File: config.mk
export PLATFORM = sky130hd
export DESIGN_NAME = square_wave_meter
export DESIGN_NICKNAME = d
export VERILOG_FILES = /design/src/rtl/sqw_pkg.sv /design/src/rtl/sqw_edge_sync.sv /design/src/rtl/square_wave_meter.sv
export SDC_FILE = /design/constraint.sdc
export NUM_CORES = 1
export LEC_CHECK = 0
export BUFFER_PORTS_ARGS = -buffer_cell sky130_fd_sc_hd__buf_2
export CORE_ASPECT_RATIO = 1.2
export CORE_UTILIZATION = 58
export CTS_CLUSTER_SIZE = 8
export DETAILED_ROUTE_END_ITERATION = 6
export GPL_TIMING_DRIVEN = 0
export PLACE_DENSITY = 0.84
export RECOVER_POWER = 50
export SYNTH_ARGS = -nofsm -noshare
export SYNTH_HDL_FRONTEND = slang
export SYNTH_SLANG_ARGS = --single-unit
File: constraint.sdc
create_clock -name i_clk -period 4.1 [get_ports i_clk]
set_input_delay 0.41 -clock i_clk [delete_from_list [all_inputs] [get_ports i_clk]]
set_output_delay 0.41 -clock i_clk [all_outputs]
set_load 0.01 [all_outputs]
File: src/rtl/sqw_pkg.sv
// sqw_pkg: shared types and defaults for the square-wave meter.
//   sqw_state_t        measurement FSM state encoding
//   DEF_CNT_W          default phase-counter width
//   DEF_TIMEOUT_CYCLES default cycles without an edge before timeout
//   DEGLITCH_LEN       consecutive equal samples needed by the optional
//                      deglitch filter (SQW_DEGLITCH_EN)
package sqw_pkg;

    typedef enum logic [1:0] {
        WAIT_RISE = 2'd0,
        MEAS_HIGH = 2'd1,
        MEAS_LOW  = 2'd2
    } sqw_state_t;

    localparam int DEF_CNT_W          = 16;
    localparam int DEF_TIMEOUT_CYCLES = 65535;
    localparam int DEGLITCH_LEN       = 3;

endpackage

File: src/rtl/sqw_edge_sync.sv
// sqw_edge_sync: brings the asynchronous square wave into the clock domain
// and produces single-cycle rise/fall strobes.
//   i_clk      system clock
//   i_reset_n  asynchronous active-low reset
//   i_sq_in    asynchronous square wave
//   o_level    synchronized (and optionally filtered) level
//   o_rise     one-cycle strobe on a 0->1 change of o_level
//   o_fall     one-cycle strobe on a 1->0 change of o_level
// Build option: define SQW_DEGLITCH_EN to insert a DEGLITCH_LEN-sample
// stability filter after the synchronizer (adds 2 cycles of edge latency,
// swallows pulses shorter than DEGLITCH_LEN cycles).
module sqw_edge_sync
    import sqw_pkg::*;
(
    input  logic i_clk,
    input  logic i_reset_n,
    input  logic i_sq_in,
    output logic o_level,
    output logic o_rise,
    output logic o_fall
);

    logic r_sync1;
    logic r_sync2;
    logic r_prev;
    logic w_level;

    always_ff @(posedge i_clk or negedge i_reset_n) begin
        if (!i_reset_n) begin
            r_sync1 <= 1'b0;
            r_sync2 <= 1'b0;
        end else begin
            r_sync1 <= i_sq_in;
            r_sync2 <= r_sync1;
        end
    end

`ifdef SQW_DEGLITCH_EN
    // r_hist holds the previous DEGLITCH_LEN-1 synced samples; the level
    // follows r_sync2 only when the whole window agrees, otherwise it holds.
    logic [DEGLITCH_LEN-2:0] r_hist;
    logic                    r_held;
    logic                    w_stable;

    assign w_stable = (&{r_sync2, r_hist}) | ~(|{r_sync2, r_hist});
    assign w_level  = w_stable ? r_sync2 : r_held;

    always_ff @(posedge i_clk or negedge i_reset_n) begin
        if (!i_reset_n) begin
            r_hist <= '0;
            r_held <= 1'b0;
        end else begin
            r_hist <= {r_hist[DEGLITCH_LEN-3:0], r_sync2};
            r_held <= w_level;
        end
    end
`else
    assign w_level = r_sync2;
`endif

    always_ff @(posedge i_clk or negedge i_reset_n) begin
        if (!i_reset_n) begin
            r_prev <= 1'b0;
        end else begin
            r_prev <= w_level;
        end
    end

    assign o_level = w_level;
    assign o_rise  = w_level & ~r_prev;
    assign o_fall  = ~w_level & r_prev;

endmodule

File: src/rtl/square_wave_meter.sv
// square_wave_meter: measures high time, low time and period of an
// asynchronous square wave in clock cycles.
//   i_clk          system clock
//   i_reset_n      asynchronous active-low reset
//   i_sq_in        asynchronous square wave under measurement
//   o_high_count   high cycles of the last complete period
//   o_low_count    low cycles of the last complete period
//   o_period       o_high_count + o_low_count
//   o_meas_valid   one-cycle pulse when the three counts update
//   o_locked       a full period has been measured since reset/timeout
//   o_timeout      sticky: no edge for TIMEOUT_CYCLES cycles
// Build option: SQW_DEGLITCH_EN (see sqw_edge_sync).
//
// state     | meaning
// ----------+-----------------------------------------------------------
// WAIT_RISE | discarding the partial phase, waiting for the first rise
// MEAS_HIGH | counting the high phase, fall latches it into r_hold
// MEAS_LOW  | counting the low phase, rise publishes a measurement
module square_wave_meter
    import sqw_pkg::*;
#(
    parameter int SYSCLK_MHZ     = 100,
    parameter int CNT_W          = DEF_CNT_W,
    parameter int TIMEOUT_CYCLES = DEF_TIMEOUT_CYCLES
) (
    input  logic             i_clk,
    input  logic             i_reset_n,
    input  logic             i_sq_in,
    output logic [CNT_W-1:0] o_high_count,
    output logic [CNT_W-1:0] o_low_count,
    output logic [CNT_W:0]   o_period,
    output logic             o_meas_valid,
    output logic             o_locked,
    output logic             o_timeout
);

    // The timeout compare must be reachable by the saturating counter.
    if (SYSCLK_MHZ < 1 || TIMEOUT_CYCLES < 1 ||
        $clog2(TIMEOUT_CYCLES + 1) > CNT_W) begin : g_bad_param
        $error("square_wave_meter: bad SYSCLK_MHZ/TIMEOUT_CYCLES/CNT_W");
    end

    localparam logic [CNT_W-1:0] CNT_MAX     = '1;
    localparam logic [CNT_W-1:0] TIMEOUT_VAL = CNT_W'(TIMEOUT_CYCLES);

    sqw_state_t       r_state;
    sqw_state_t       w_state_next;
    logic [CNT_W-1:0] r_cnt;
    logic [CNT_W-1:0] r_hold;
    logic [CNT_W-1:0] w_phase_len;
    logic             w_level;
    logic             w_rise;
    logic             w_fall;
    logic             w_edge;
    logic             w_tmo_hit;
    logic             w_cap_high;
    logic             w_publish;

    sqw_edge_sync u_edge_sync (
        .i_clk     (i_clk),
        .i_reset_n (i_reset_n),
        .i_sq_in   (i_sq_in),
        .o_level   (w_level),
        .o_rise    (w_rise),
        .o_fall    (w_fall)
    );

    // Direction of an edge is read from the settled level.
    assign w_edge      = w_rise | w_fall;
    // An edge in the terminal-count cycle wins over the timeout.
    assign w_tmo_hit   = (r_cnt == TIMEOUT_VAL) && !w_edge;
    assign w_phase_len = (r_cnt == CNT_MAX) ? CNT_MAX : r_cnt + CNT_W'(1);

    always_ff @(posedge i_clk or negedge i_reset_n) begin
        if (!i_reset_n) begin
            r_state <= WAIT_RISE;
        end else begin
            r_state <= w_state_next;
        end
    end

    always_comb begin
        w_state_next = r_state;
        w_cap_high   = 1'b0;
        w_publish    = 1'b0;
        if (w_tmo_hit) begin
            w_state_next = WAIT_RISE;
        end else begin
            case (r_state)
                WAIT_RISE: begin
                    if (w_edge && w_level) begin
                        w_state_next = MEAS_HIGH;
                    end
                end
                MEAS_HIGH: begin
                    if (w_edge && !w_level) begin
                        w_cap_high   = 1'b1;
                        w_state_next = MEAS_LOW;
                    end
                end
                MEAS_LOW: begin
                    if (w_edge && w_level) begin
                        w_publish    = 1'b1;
                        w_state_next = MEAS_HIGH;
                    end
                end
                default: w_state_next = WAIT_RISE;
            endcase
        end
    end

    always_ff @(posedge i_clk or negedge i_reset_n) begin
        if (!i_reset_n) begin
            r_cnt <= '0;
        end else if (w_edge || w_tmo_hit) begin
            r_cnt <= '0;
        end else if (r_cnt != CNT_MAX) begin
            r_cnt <= r_cnt + CNT_W'(1);
        end
    end

    always_ff @(posedge i_clk or negedge i_reset_n) begin
        if (!i_reset_n) begin
            r_hold <= '0;
        end else if (w_cap_high) begin
            r_hold <= w_phase_len;
        end
    end

    always_ff @(posedge i_clk or negedge i_reset_n) begin
        if (!i_reset_n) begin
            o_high_count <= '0;
            o_low_count  <= '0;
            o_period     <= '0;
            o_meas_valid <= 1'b0;
            o_locked     <= 1'b0;
            o_timeout    <= 1'b0;
        end else begin
            o_meas_valid <= w_publish;
            if (w_publish) begin
                o_high_count <= r_hold;
                o_low_count  <= w_phase_len;
                o_period     <= {1'b0, r_hold} + {1'b0, w_phase_len};
                o_locked     <= 1'b1;
                o_timeout    <= 1'b0;
            end else if (w_tmo_hit) begin
                o_locked     <= 1'b0;
                o_timeout    <= 1'b1;
            end
        end
    end

endmodule
Yosys cells after proc, flatten, opt, wreduce, memory -nomap -nowiden. Index checks and enable logic that the tools add are counted.

Add/subtract/negate cells: 2. Eq/ne operators: 6. Muxes and demuxes: 17. Bitwise operators: 5. Reductions and logical operators: 11.

Operator list (number): 16-bit 2-to-1 mux (3); 16-bit by 16-bit adder with 17-bit output (1); 16-bit by 1-bit adder with 16-bit output (second input constant) (1); 16-bit == test (second input constant) (1); 16-bit inequality test (second input constant) (1); 1-bit 2-to-1 mux (10); 2-bit 2-to-1 mux (3); 2-bit one-hot mux with 2 select lines (1); 2-bit nonzero test (2); 1-bit logical AND (3); 3-bit by 1-bit inequality test with 1-bit output (second input constant) (1); 3-bit inequality test (second input constant) (1); 1-bit bitwise AND (2); 2-bit by 1-bit == test with 1-bit output (second input constant) (1); 2-bit == test (second input constant) (1); 1-bit logical NOT (2); 2-bit logical NOT (1); 1-bit inverter (2); 2-bit AND reduction (1); 2-bit OR reduction (1); 1-bit logical OR (1); 1-bit bitwise OR (1).

Register bits: 89. Input port bits: 3. Word-level logic and storage cells: 53.

Depth between registers and ports, before layout. Gate-level depths: netlist of the first run.

Word-level depth: 8. Mapped depth: 14. Depth with buffers taken out: 13.

Modules after synthesis. From an unflattened synthesis of the first run, not the netlist that was laid out.

Cell total of the unflattened synthesis: 467. Area, all modules: 4455.5 um^2.

By module, submodules not included: square_wave_meter (times used 1, cells each 462, area an instance 4365.4 um^2, sequential area each 2152.1 um^2); sqw_edge_sync (times used 1, cells each 5, area an instance 90.1 um^2, sequential area each 75.1 um^2).

Worst setup path after synthesis of the first run. OpenSTA, ideal clock, no wires.

Kind: reg2reg. Start point: register r_cnt[0]. End point: register o_period[16]. Arrival time: 3268 ps. Setup slack: 714 ps. Stages on the path, launching flop included: 15. Clock period less this slack: 3386 ps. Path through: dfrtp_1 ha_1 and4_1 nand3_1 buf_2 buf_1 nand2_1 ha_1 fa_1 a21o_1 a221o_1 a21o_1 a31oi_1 a211oi_1 a21o_1.

Longest elaborated chain between the ends: 3. Elaborated cells between the ends (all ways): 6.

RTL lines: start: declaration (line square_wave_meter.sv:48) `logic [CNT_W-1:0] r_cnt;`; start signal: assignment (line square_wave_meter.sv:118) `r_cnt <= r_cnt + CNT_W'(1);`; 16-bit by 1-bit adder with 16-bit output or 16-bit == test (tied branches) (line square_wave_meter.sv:72) `assign w_phase_len = (r_cnt == CNT_MAX) ? CNT_MAX : r_cnt + CNT_W'(1);`; 16-bit 2-to-1 mux (*) (line square_wave_meter.sv:72); via w_phase_len[0] (line square_wave_meter.sv:50) `logic [CNT_W-1:0] w_phase_len;`; 16-bit by 16-bit adder with 17-bit output (*) (line square_wave_meter.sv:143) `o_period <= {1'b0, r_hold} + {1'b0, w_phase_len};`; end signal: assignment (line square_wave_meter.sv:143); end: declaration (line square_wave_meter.sv:31) `output logic [CNT_W:0] o_period,`.

The timed path passes the listed nets; every way through them passes the cells marked *. A chain may end at the register's enable or synchronous reset.

Worst setup path after layout of the first run.
Start point: register r_cnt[0]. End point: register o_period[12].

Same word-level chain as after synthesis.

==> results of run 1 <==
-- worst max path at each step --
| stage | cells after the start | endpoint | start |
|---|---|---|---|
| global placement | 14 | o_period[16] | r_cnt[0] |
| floorplan | 14 | o_period[16] | r_cnt[0] |
| detailed placement | 14 | o_period[12] | r_cnt[0] |
| finish | 13 | o_period[12] | r_cnt[0] |
| global route | 13 | o_period[12] | r_cnt[0] |
| CTS | 14 | o_period[12] | r_cnt[0] |
-- critical path: stages, from the launching register on --
cell,delay (ns)
dfrtp_1,0.47
ha_1,0.29
and4_1,0.26
nand3_1,0.10
buf_2,0.29
nand2_1,0.10
ha_1,0.25
fa_1,0.42
a21o_1,0.19
a221o_1,0.35
a21o_1,0.22
a31oi_1,0.28
xor2_1,0.17
o21ai_0,0.10
-- logic make-up (layout without fill, tap and decap cells) --
group	after synthesis	count (layout)	share of synthesized area [%]
AO/OA/AOI/OAI	94	94	13.2
multiplexers	6	6	1.42
buffers and inverters	30	101	3.07
adder cells (fa/ha/maj)	21	21	6.26
XOR/XNOR	26	26	5.27
flip-flops	89	89	51.6
AND/OR/NAND/NOR	188	188	19.2
-- timing repair --
item / in CTS / in global routing
gates resized for setup: 0 / 0
hold endpoints to repair: 19 / 0
hold buffers: 1 / 0
endpoints found under the setup margin: 0 / 1
-- where the power goes --
| group | internal, W | switching, W | leakage (nW) |
|---|---|---|---|
| combinational | 0.000327 | 0.000448 | 1.25 |
| clock | 0.000297 | 0.000319 | 0.0953 |
| sequential | 0.00111 | 0.000152 | 1.16 |
-- stage by stage --
step | power [W] | setup WS (ns) | hold slack [ns]
floorplan | 0.00174 | 0.714 | 0.114
global placement | 0.00203 | 0.290 | 0.333
detailed placement | 0.00207 | 0.250 | 0.309
CTS | 0.00269 | 0.236 | 0.134
global route | 0.00282 | 0.233 | 0.141
finish | 0.00265 | 0.486 | 0.147
-- registers in the layout, indices dropped and copies added, names as in the netlist --
| register | cells |
|---|---|
| o_period | 17 |
| o_high_count | 16 |
| o_low_count | 16 |
| r_cnt | 16 |
| r_hold | 16 |
| r_state | 2 |
| o_locked | 1 |
| o_meas_valid | 1 |
| o_timeout | 1 |
| u_edge_sync.o_level | 1 |
| u_edge_sync.r_prev | 1 |
| u_edge_sync.r_sync1 | 1 |
-- synthesized netlist by cell type, drive strengths merged (2+ instances only) --
| cell type | number | share of area [%] |
|---|---|---|
| a211oi | 2 | 0.35 |
| a21o | 8 | 1.4 |
| a21oi | 28 | 3.3 |
| a31oi | 11 | 1.6 |
| and3 | 5 | 0.72 |
| and4 | 7 | 1.5 |
| buf | 12 | 1.5 |
| clkbuf | 3 | 0.26 |
| dfrtp | 89 | 52 |
| ha | 20 | 5.8 |
| inv | 15 | 1.3 |
| mux2i | 5 | 1.2 |
| nand2 | 103 | 9.0 |
| nand2b | 3 | 0.43 |
| nand3 | 14 | 1.6 |
| nand3b | 4 | 0.70 |
| nand4 | 2 | 0.64 |
| nor2 | 45 | 3.9 |
| nor3 | 2 | 0.23 |
| nor3b | 2 | 0.35 |
| o211ai | 2 | 0.35 |
| o21a | 2 | 0.35 |
| o21ai | 31 | 3.6 |
| o22a | 3 | 0.61 |
| o31ai | 2 | 0.67 |
| xnor2 | 14 | 2.8 |
| xor2 | 12 | 2.4 |
-- per-layer routing --
layer  part of all wire (%)  vias to the layer above  global-route usage [%]
met2                     49                       69                    45.3
met4                    3.8                        0                    14.3
li1                       -                     1677                       -
met3                    3.2                       21                    3.94
met5                      0                        -                       0
met1                     44                     1655                    31.5
-- layout make-up --
class / instances / area share, %
buffer: 14 / 1.49
clock buffer: 11 / 2.90
clock inverter: 5 / 1.13
inverter: 15 / 1.15
multi-input combinational: 335 / 40.2
sequential: 89 / 45.6
tap: 90 / 2.31
timing repair buffer: 56 / 5.23
==> impl_metrics.toml, run 1 <==
[drt]
vias = 3422
viasPerCell = 5.56
wl_per_cell_um = 15.1
drtIter0Drc = 153
postRouteAntennaNets = 0
drc = 0
wl_mm = 9.30
drtPass1Iterations = 5

[synthesis]
synth_fp_nets = 478
syn_area_sq_um = 4320
synth_edf_count = 0
yosys_warnings = 0
postSynthAreaPerCell_sq_um = 9.51
async_reset_ff_share_pct = 100
ys_ff_latch = 89
seq_area_frac_synth_pct = 51.6
ys_types = 42
dominantRegCellSynth = "dfrtp_1"
syn-instance-count = 454

[grt]
grt-ovfl-total = 0
grt_pass1_wl_mm = 15.1
grt_pass1_vias = 3202
grt_use_total_pct = 26.3
antenna_found_initial = 0
grt_max_degree = 71

[cts]
clkTransAtPathRegs_ns = 0.09
cts-root-buf = "clkbuf_8"
postCtsSetupRepairBufs = 0
clock-sinks = 89
cts_tree = "built"
cts_buffers = 9
clk_latency_ns = 0.37
htreeDepth = 3
cts_buffer_depth = 2

[outcome]
violations = "max-capacitance violations, max-slew violations"
outcome = "finished, violations left"

[final_layout]
fin_area_sq_um = 4880
regArea_sq_um = 2230
finalNetCount = 544
drive_above_1_share_pct = 12.0
final_cells = 615
area_growth_pct = 13.0
fin_util_pct = 67.5
diodes = 0
multi_input_area_sq_um = 1960
fillers = 598
mostFrequentLayoutCell = "nand2_1"
layout_common_cells = "nand2_1, dfrtp_1, nor2_1, buf_2, o21ai_0"

[sta]
drv_slew = 71
maxSlewHeadroom_pct = -11.0
fin_crit_ns = 3.61
final_hold_viol_count = 0
setup_viol = 0
fmax_mhz = 277
rsz0062_at_grt = "false"
setup_tns_ns = 0
fin_crit_sh_pct = 88.1
worst_pin_slew_ns = 1.67
skew_ns = 0.0101

[critical_path]
regToRegSetupSlack_ns = 0.49
worstSetupPathType = "reg -> reg"
worstPathRequired_ns = 4.34
r2r_start = "r_cnt[0]"
cp.arrival_ns = 3.85
cp-end-kind = "flop"
cp_max_fo = 19
reg2reg_to = "o_period[12]"
r2r_cells = 13
cp-start-kind = "flop"

[worst_hold_path]
hp-start = "i_sq_in"
hold_path_end = "u_edge_sync.r_sync1"
min_path_type = "in -> reg"
min_path_cells = 1

[floorplan]
die_width_um = 80.8
die_area_sq_um = 7800
rows = 34
coreArea_sq_um = 7230
pin_count = 55
die_y_um = 96.5
start_util_pct = 59.7

[job]
max_cap_viol_count = 1

[placed_design]
post_dp_cell_area_sq_um = 4730
place_congestion = 0.885
dp.cells = 599
hpwl_mm = 7.03
io_buffer_count = 54

[power]
vdd_ir_drop_max_mv = 0.368
p_leak_nw = 2.50
p_per_area_nw_per_um2 = 543
Note: power is estimated with default switching activity, not from simulation.
==> inputs of run 2 (changes only) <==
--- a/config.mk
+++ b/config.mk
@@ -7,11 +7,11 @@
 export LEC_CHECK = 0
 export BUFFER_PORTS_ARGS = -buffer_cell sky130_fd_sc_hd__buf_2
 export CORE_ASPECT_RATIO = 1.2
-export CORE_UTILIZATION = 58
+export CORE_UTILIZATION = 30
 export CTS_CLUSTER_SIZE = 8
 export DETAILED_ROUTE_END_ITERATION = 6
 export GPL_TIMING_DRIVEN = 0
-export PLACE_DENSITY = 0.84
+export PLACE_DENSITY = 0.51
 export RECOVER_POWER = 50
 export SYNTH_ARGS = -nofsm -noshare
 export SYNTH_HDL_FRONTEND = slang
==> run 2 against run 1 <==
The flow finishes with violations (design-rule violations, max-capacitance violations, max-slew violations). Non-clock buffer count down 1. Final cell count up 13%. Routed wire length up 12%. Register-to-register slack about the same. Clock power up 38%. Cell area up 4.2%. Critical path type unchanged. Largest power group unchanged.
==> impl_metrics.toml, run 2 (synthesized netlist as in run 1, its figures left out) <==
[outcome]
outcome = "finished, violations left"
violations = "design-rule violations, max-capacitance violations, max-slew violations"

[grt]
grt_pass1_wl_mm = 17.5
antenna_found_initial = 0
grt-ovfl-total = 0
grt_max_degree = 53
grt_pass1_vias = 3477
grt_use_total_pct = 15.0

[cts]
clock-sinks = 89
cts_buffers = 9
postCtsSetupRepairBufs = 0
htreeDepth = 3
cts_buffer_depth = 2
cts_resized = 0
cts_tree = "built"
holdBufCountCts = 0
clkTransAtPathRegs_ns = 0.06
cts-root-buf = "clkbuf_16"
clk_latency_ns = 0.34

[power]
p_per_area_nw_per_um2 = 569
vdd_ir_drop_max_mv = 0.203
p_leak_nw = 2.55

[final_layout]
mostFrequentLayoutCell = "nand2_1"
area_growth_pct = 17.7
top_register = "o_period"
largest_register_ffs = 17
fillers = 1442
diodes = 0
drive_above_1_share_pct = 11.8
regArea_sq_um = 2230
layout_common_cells = "nand2_1, dfrtp_1, nor2_1, buf_2, o21ai_0"
finalNetCount = 543
multi_input_area_sq_um = 1960

[critical_path]
cp.arrival_ns = 3.82
critical-path-top-delay-family = "compound AO/OA/AOI/OAI gates"
startpoint = "r_cnt[0]"
reg2reg_to = "o_period[12]"
crit_end = "o_period[12]"
cp-end-kind = "flop"
worstPathRequired_ns = 4.31
critical_path_depth = 13
worstSetupPathType = "reg -> reg"
cp_max_fo = 19
cp-start-kind = "flop"
slowest_delay_ns = 0.45
critPathSlowestCell = "dfrtp_1"
r2r_start = "r_cnt[0]"
crit_chain = "ha_1 > and4_1 > nand3_1 > buf_2 > nand2_1 > ha_1 > fa_1 > a21o_1 > a221o_1 > a21o_1 > a31oi_1 > xor2_1 > o21ai_0"
regToRegSetupSlack_ns = 0.48
crit_buf_inv = 1
r2r_cells = 13

[floorplan]
start_util_pct = 31.0
die_y_um = 133
die_area_sq_um = 14900
pin_count = 55
die_width_um = 112
coreArea_sq_um = 13900
rows = 47

[sta]
setup_tns_ns = 0
maxSlewHeadroom_pct = -35.6
rsz0062_at_grt = "false"
fmax_mhz = 277
skew_ns = 0.00457
setup_viol = 0
whs_ns = 0.175
fin_crit_sh_pct = 88.2
drv_slew = 39
worst_pin_slew_ns = 2.03
fin_crit_ns = 3.62
final_hold_viol_count = 0

[placed_design]
place_congestion = 0.862
hpwl_mm = 7.91
io_buffer_count = 54

[drt]
viasPerCell = 4.83
wl_per_cell_um = 15.0
highest_layer = "met4"
wl_mm = 10.4
drtPass1Iterations = 6
wl_met1_mm = 4.65
route.met2.wl_mm = 5.12
wl_met3_um = 291
postRouteAntennaNets = 0
drc = 4
vias = 3358
drtIter0Drc = 122

[worst_hold_path]
min_path_type = "in -> reg"

[job]
max_cap_viol_count = 1
[run 2: how the worst min path moves through the flow]
stage / start / endpoint / slack (ns) / cells after the start
floorplan: i_reset_n / o_high_count[0] / 0.11 / 0
CTS: i_reset_n / o_low_count[1] / 0.06 / 1
detailed placement: u_edge_sync.r_sync1 / u_edge_sync.o_level / 0.34 / 0
finish: i_sq_in / u_edge_sync.r_sync1 / 0.18 / 1
global placement: u_edge_sync.r_sync1 / u_edge_sync.o_level / 0.34 / 0
global route: i_sq_in / u_edge_sync.r_sync1 / 0.16 / 1
[run 2: area by class of cell]
| class | instances | area share, % |
|---|---|---|
| plain buffers | 14 | 1.43 |
| clock inverters | 2 | 0.689 |
| repair buffers | 55 | 4.82 |
| multi-input cells | 335 | 38.5 |
| inverters | 15 | 1.11 |
| clock buffers | 14 | 5.39 |
| well taps | 171 | 4.21 |
| flip-flops and latches | 89 | 43.8 |
[run 2: metal layers]
layer	vias up	GRT usage, %
met2	48	25.7
met1	1611	18.1
met5	-	0
li1	1682	-
met4	0	8.11
met3	17	2.50
[run 2: metrics by stage]
stage / instances / worst slack (ns) / power [W] / instance area, sq um / util, %
final: 695 / 0.484 / 0.00289 / 5080 / 36.5
after global routing: 695 / 0.256 / 0.00309 / 5080 / 36.5
after CTS: 696 / 0.201 / 0.00296 / 5140 / 36.9
after detailed placement: 680 / 0.210 / 0.00209 / 4830 / 34.7
after global placement: 679 / 0.218 / 0.00207 / 4800 / 34.5
after floorplan: 454 / 0.714 / 0.00174 / 4320 / -
[run 2: report_power, final]
part | total, W | switching [W] | internal (W)
sequential | 0.00126 | 0.000148 | 0.00111
combinational | 0.000790 | 0.000457 | 0.000332
clock | 0.000849 | 0.000327 | 0.000522
total | 0.00289 | 0.000933 | 0.00196
